===== src/rtl/gate_bist_ctrl.sv =====
// Built-in self-test controller for gate-level models: LFSR stimulus generation, MISR response
// compaction and a golden-signature compare after a fixed number of patterns.
module gate_bist_ctrl #(
  parameter int unsigned       IN_W       = 21,
  parameter int unsigned       OUT_W      = 10,
  parameter int unsigned       LFSR_W     = 24,
  parameter logic [LFSR_W-1:0] LFSR_TAPS  = 24'hE10000,
  parameter logic [LFSR_W-1:0] LFSR_SEED  = 24'h000001,
  parameter int unsigned       MISR_W     = 16,
  parameter logic [MISR_W-1:0] MISR_POLY  = 16'hB400,
  parameter int unsigned       NUM_PAT    = 256,
  parameter int unsigned       DUT_LAT    = 0,
  parameter logic [MISR_W-1:0] GOLDEN_SIG = 16'h0000
) (
  input  logic              clk,
  input  logic              rst,
  input  logic              start,
  input  logic              abort,
  output logic [IN_W-1:0]   dut_in,
  output logic              dut_in_valid,
  input  logic [OUT_W-1:0]  dut_out,
  output logic              busy,
  output logic              done,
  output logic              pass,
  output logic [MISR_W-1:0] signature
);

  localparam logic [15:0] LastPat   = 16'(NUM_PAT - 1);
  localparam logic [15:0] LastDrain = 16'((DUT_LAT > 0) ? (DUT_LAT - 1) : 0);

  typedef enum logic [2:0] {StIdle, StSeed, StRun, StDrain, StDone} state_e;

  state_e              state_q, state_d;
  logic [LFSR_W-1:0]   lfsr_q, lfsr_d;
  logic [MISR_W-1:0]   misr_q, misr_d;
  logic [15:0]         cnt_q, cnt_d;
  logic                pass_q, pass_d;
  logic                capture;
  logic                abort_hit;
  logic [MISR_W-1:0]   resp_ext;
  logic [MISR_W-1:0]   misr_next;

  assign dut_in       = lfsr_q[IN_W-1:0];
  assign dut_in_valid = (state_q == StRun);
  assign busy         = (state_q == StSeed) || (state_q == StRun) || (state_q == StDrain);
  assign done         = (state_q == StDone);
  assign pass         = pass_q;
  assign signature    = misr_q;
  assign abort_hit    = abort && busy;

  always_comb begin
    resp_ext              = '0;
    resp_ext[OUT_W-1:0]   = dut_out;
    misr_next             = {misr_q[MISR_W-2:0], 1'b0} ^
                            (misr_q[MISR_W-1] ? MISR_POLY : '0) ^ resp_ext;
  end

  // Capture strobe follows the applied-pattern strobe by the DUT's pipeline depth.
  if (DUT_LAT == 0) begin : g_comb_capture
    assign capture = dut_in_valid;
  end else begin : g_pipe_capture
    logic [DUT_LAT-1:0] pipe_q, pipe_d;

    always_comb begin
      pipe_d    = pipe_q << 1;
      pipe_d[0] = dut_in_valid;
    end

    always_ff @(posedge clk) begin
      if (rst || abort_hit) begin
        pipe_q <= '0;
      end else begin
        pipe_q <= pipe_d;
      end
    end

    assign capture = pipe_q[DUT_LAT-1];
  end

  always_comb begin
    state_d = state_q;
    lfsr_d  = lfsr_q;
    misr_d  = misr_q;
    cnt_d   = cnt_q;
    pass_d  = pass_q;

    if (capture) begin
      misr_d = misr_next;
    end

    case (state_q)
      StIdle: begin
        if (start) state_d = StSeed;
      end
      StSeed: begin
        lfsr_d  = LFSR_SEED;
        misr_d  = '0;
        cnt_d   = '0;
        pass_d  = 1'b0;
        state_d = StRun;
      end
      StRun: begin
        lfsr_d = {lfsr_q[LFSR_W-2:0], ^(lfsr_q & LFSR_TAPS)};
        cnt_d  = cnt_q + 16'd1;
        if (cnt_q == LastPat) begin
          if (DUT_LAT == 0) begin
            state_d = StDone;
          end else begin
            // Counter is reused to time the drain window.
            cnt_d   = '0;
            state_d = StDrain;
          end
        end
      end
      StDrain: begin
        cnt_d = cnt_q + 16'd1;
        if (cnt_q == LastDrain) state_d = StDone;
      end
      StDone: begin
        if (start && !abort) begin
          pass_d  = 1'b0;
          state_d = StSeed;
        end
      end
      default: state_d = StIdle;
    endcase

    // Abort freezes the partial signature and pattern state.
    if (abort_hit) begin
      state_d = StIdle;
      lfsr_d  = lfsr_q;
      misr_d  = misr_q;
      cnt_d   = cnt_q;
    end

    if ((state_q != StDone) && (state_d == StDone)) begin
      pass_d = (misr_d == GOLDEN_SIG);
    end
  end

  always_ff @(posedge clk) begin
    if (rst) begin
      state_q <= StIdle;
      lfsr_q  <= '0;
      misr_q  <= '0;
      cnt_q   <= '0;
      pass_q  <= 1'b0;
    end else begin
      state_q <= state_d;
      lfsr_q  <= lfsr_d;
      misr_q  <= misr_d;
      cnt_q   <= cnt_d;
      pass_q  <= pass_d;
    end
  end

endmodule


===== config.mk =====
export PLATFORM = sky130hd
export DESIGN_NAME = gate_bist_ctrl
export DESIGN_NICKNAME = d
export VERILOG_FILES = /design/src/rtl/gate_bist_ctrl.sv
export SDC_FILE = /design/constraint.sdc
export NUM_CORES = 1
export LEC_CHECK = 0
export CAP_MARGIN = 20
export CORE_ASPECT_RATIO = 1.2
export CORE_MARGIN = 2
export CORE_UTILIZATION = 56
export DETAILED_ROUTE_END_ITERATION = 12
export GPL_TIMING_DRIVEN = 0
export PLACE_DENSITY_LB_ADDON = 0.05
export SLEW_MARGIN = 15
export SYNTH_ARGS = -nofsm -noshare
export SYNTH_HDL_FRONTEND = slang
export SYNTH_SLANG_ARGS = --single-unit

===== constraint.sdc =====
create_clock -name clk -period 4.2 [get_ports clk]
set_input_delay 0.63 -clock clk [delete_from_list [all_inputs] [get_ports clk]]
set_output_delay 0.63 -clock clk [all_outputs]
set_load 0.05 [all_outputs]

==> summary.md <==
| Metric | Value |
|---|---|
| Outcome | finished clean |
| # H-tree levels | 3 |
| HPWL after DPL | 5.29 mm |
| Final hold vios | 0 |
| Largest net degree at the start of global routing | 11 |
| Die W | 71.2 um |
| Fin cells | 510 |
| I/O pins | 55 |
| RSZ-0062 raised after global routing | no |
| Worst skew pair latency | 0.34 ns |
| CTS clk-pin slew, worst paths | 0.07 ns |
| CTS buffer count | 9 |
| Core Region | 0.00526 mm^2 |
| Final wirelength | 7.51 mm |
| Initial antenna violation count | 0 |
| DIE HEIGHT | 84.6 um |
| Hold Crit Class | reg -> reg |
| Max-Cap Viols | 0 |
| Drt first pass iters | 4 |
| Final min period | 2.81 ns |
| Final setup vio count | 0 |
| Remaining DRCs | 0 |
| Port bufs | 53 |
| Worst-Margin Slew | 0.748 ns |
| Vias in the first global route | 2715 |
| CTS tree | done |
| Syn Inst Count | 379 |
| Post-CTS setup buffers | 0 |
| Cells after DPL | 494 |
| Number of diodes | 0 |
| Post-DR wirelength/cell | 14.7 um |
| Max_slew headroom | 50.0% |
| Clk buf depth | 2 |
| Post-layout nets | 459 |
| Max VDD drop | 0.336 mV |
| Layout cells sized above 1 | 13.4% |
| Final worst-path cycle share | 67.0% |
| All-Layer GR Usage | 26.3% |
| Area of the multi-input gates | 0.00151 mm^2 |
| Hold-fix buffers, CTS | 0 |
| Peak Freq | 355 MHz |
| Post-synth cell types | 44 |
| Max Fanout on Critical Path | 10 |
| Row cnt | 29 |
| Iteration-0 DRC count of the detailed router | 178 |
| Area delta synth->final | 28.9% |
| CTS Sinks | 60 |
| Global route overflow | 0 |
| Pins Over Slew Limit | 0 |
| Flops & latches, synth | 60 |
| Post-synth net total | 395 |
| Count of cells resized by post-cts repair | 0 |
| Post-DRT Antenna Nets | 0 |
| Clk_skew | 0.00951 ns |
| Via density per instance | 5.60 |
| FF/Latch Area | 0.00120 mm^2 |
| Gpl congestion | 0.867 |
| First-pass GRT wire length | 12.7 mm |
| Required time of the critical path | 3.57 ns |
| Die ar. | 0.00602 mm^2 |
| Kind of critical path | reg -> out |
| Vias post-DR | 2857 |
| Startpoint Class | flip-flop |
| Leakage power | 1.34 nW |
| Fin Setup TNS | 0 ns |
| Endpoint class of the critical path | output port |
| Ys Warns | 0 |
| Pwr Density | 355 mW/mm^2 |
| Sequential area share after synthesis | 39.6% |
| Filler cell count in the final layout | 408 |
| Mean Syn Cell Area | 8.00 um^2 |
| Worst hold slack | 0.467 ns |
| Synthesized area | 0.00303 mm^2 |
| Initial Util | 57.6% |
| Crit path DAT | 2.18 ns |
| Root Buffer | clkbuf_8 |
[sequential cells by signal, indices dropped and copies added, names as in the netlist]
name	cells
lfsr_q	24
pass	1
signature	16
cnt_q	16
state_q	3
[metrics by stage]
step | cell area, um^2 | util (%) | worst slack, ns | total power [W]
final | 3910 | 74.3 | 1.39 | 0.00139
after global routing | 3910 | 74.3 | 1.31 | 0.00142
after CTS | 3910 | 74.3 | 1.39 | 0.00139
after detailed placement | 3640 | 69.2 | 1.45 | 0.000708
after global placement | 3640 | 69.2 | 1.51 | 0.000707
after floorplan | 3030 | - | 2.25 | 0.000667
[power by group]
group	leakage [nW]	internal, W	total [W]	switching [W]
clock network	0.136	0.000459	0.000689	0.000230
logic	0.722	0.0000443	0.000117	0.0000729
registers	0.484	0.000574	0.000580	0.00000618
total	1.34	0.00108	0.00139	0.000309
[worst max-delay path, stage by stage (launching register included)]
cell and delay, ns:
dfxtp_1 0.43, clkbuf_1 0.41, and2_1 0.20, clkdlybuf4s50_1 0.79
[Yosys cell counts]
| master | n | area [um^2] |
|---|---|---|
| nor3_1 | 10 | 50.1 |
| nor3b_1 | 3 | 22.5 |
| or4_4 | 1 | 11.3 |
| and2_1 | 1 | 6.26 |
| mux2i_1 | 3 | 30.0 |
| a2bb2oi_1 | 2 | 17.5 |
| or2_2 | 1 | 6.26 |
| o41a_1 | 1 | 11.3 |
| nor2_1 | 33 | 124 |
| o21ai_0 | 8 | 40.0 |
| a2111oi_0 | 1 | 8.76 |
| or3_1 | 4 | 25.0 |
| o22a_1 | 1 | 8.76 |
| dfxtp_1 | 60 | 1200 |
| nor2_2 | 1 | 6.26 |
| or4b_2 | 2 | 20.0 |
| o31ai_1 | 1 | 7.51 |
| buf_4 | 22 | 165 |
| o221ai_1 | 1 | 8.76 |
| a2111oi_4 | 1 | 27.5 |
| buf_2 | 13 | 65.1 |
| nand3b_1 | 1 | 7.51 |
| inv_1 | 10 | 37.5 |
| xor2_1 | 8 | 70.1 |
| or4_1 | 3 | 22.5 |
| nor4b_2 | 1 | 15.0 |
| o211ai_1 | 1 | 7.51 |
| nand2_1 | 47 | 176 |
| nand4_1 | 4 | 25.0 |
| and4_1 | 2 | 17.5 |
| a21oi_1 | 38 | 190 |
| xnor2_1 | 19 | 166 |
| nor4b_1 | 3 | 26.3 |
| ha_1 | 2 | 25.0 |
| nand3_1 | 33 | 165 |
| o21bai_1 | 1 | 7.51 |
| nor2b_1 | 2 | 12.5 |
| nor4_1 | 5 | 31.3 |
| nand2b_1 | 4 | 25.0 |
| nand4_2 | 1 | 12.5 |
| a31o_2 | 1 | 8.76 |
| clkbuf_1 | 15 | 56.3 |
| a211oi_1 | 7 | 52.6 |
| a221oi_1 | 1 | 8.76 |
[metal layers]
| layer | up-vias | track usage (%) | part of all wire, % |
|---|---|---|---|
| met5 | - | 0 | 0 |
| met4 | 0 | 12.3 | 1.9 |
| met3 | 14 | 4.44 | 4.0 |
| met2 | 72 | 44.9 | 52 |
| met1 | 1359 | 31.8 | 42 |
| li1 | 1412 | - | - |
[kinds of logic after synthesis]
logic type	Yosys count	synth area share, %
AO/OA/AOI/OAI	65	13.4
XOR/XNOR	27	7.80
adder cells (fa/ha/maj)	2	0.826
buffers and inverters	60	10.7
flip-flops	60	39.6
multiplexers	3	0.991
AND/OR/NAND/NOR	162	26.7
[area by class of cell]
type	count	share of cell area [%]
plain buffers	50	7.33
clock buffers	13	4.58
inverters	10	0.961
flip-flops and latches	60	30.7
well taps	62	1.99
clock inverters	3	2.31
repair buffers	53	13.6
multi-input cells	259	38.5
[placed cells by master (no fill, tap or decap), drive strengths merged, types with 2 or more instances in the layout]
master / count
or4: 4
clkdlybuf4s50: 53
nand2b: 4
a2bb2oi: 2
a211oi: 7
nor2b: 2
inv: 10
xor2: 8
ha: 2
xnor2: 19
a2111oi: 2
or3: 4
nor3b: 3
clkbuf: 28
and4: 2
or4b: 2
dfxtp: 60
nor3: 10
o21ai: 8
a21oi: 38
nor4b: 4
nor2: 34
nor4: 5
nand4: 5
buf: 35
mux2i: 3
nand3: 33
bufinv: 3
nand2: 47
[final timing paths]
kind                    to  slack [ns]  startpoint  cells past startpoint
max reg2reg  signature[12]        2.07  state_q[1]                      6
max                   done        1.39  state_q[2]                      3
min reg2reg      lfsr_q[4]        0.47   lfsr_q[3]                      2
min              lfsr_q[4]        0.47   lfsr_q[3]                      2
Note: power is estimated with default switching activity, not from simulation.
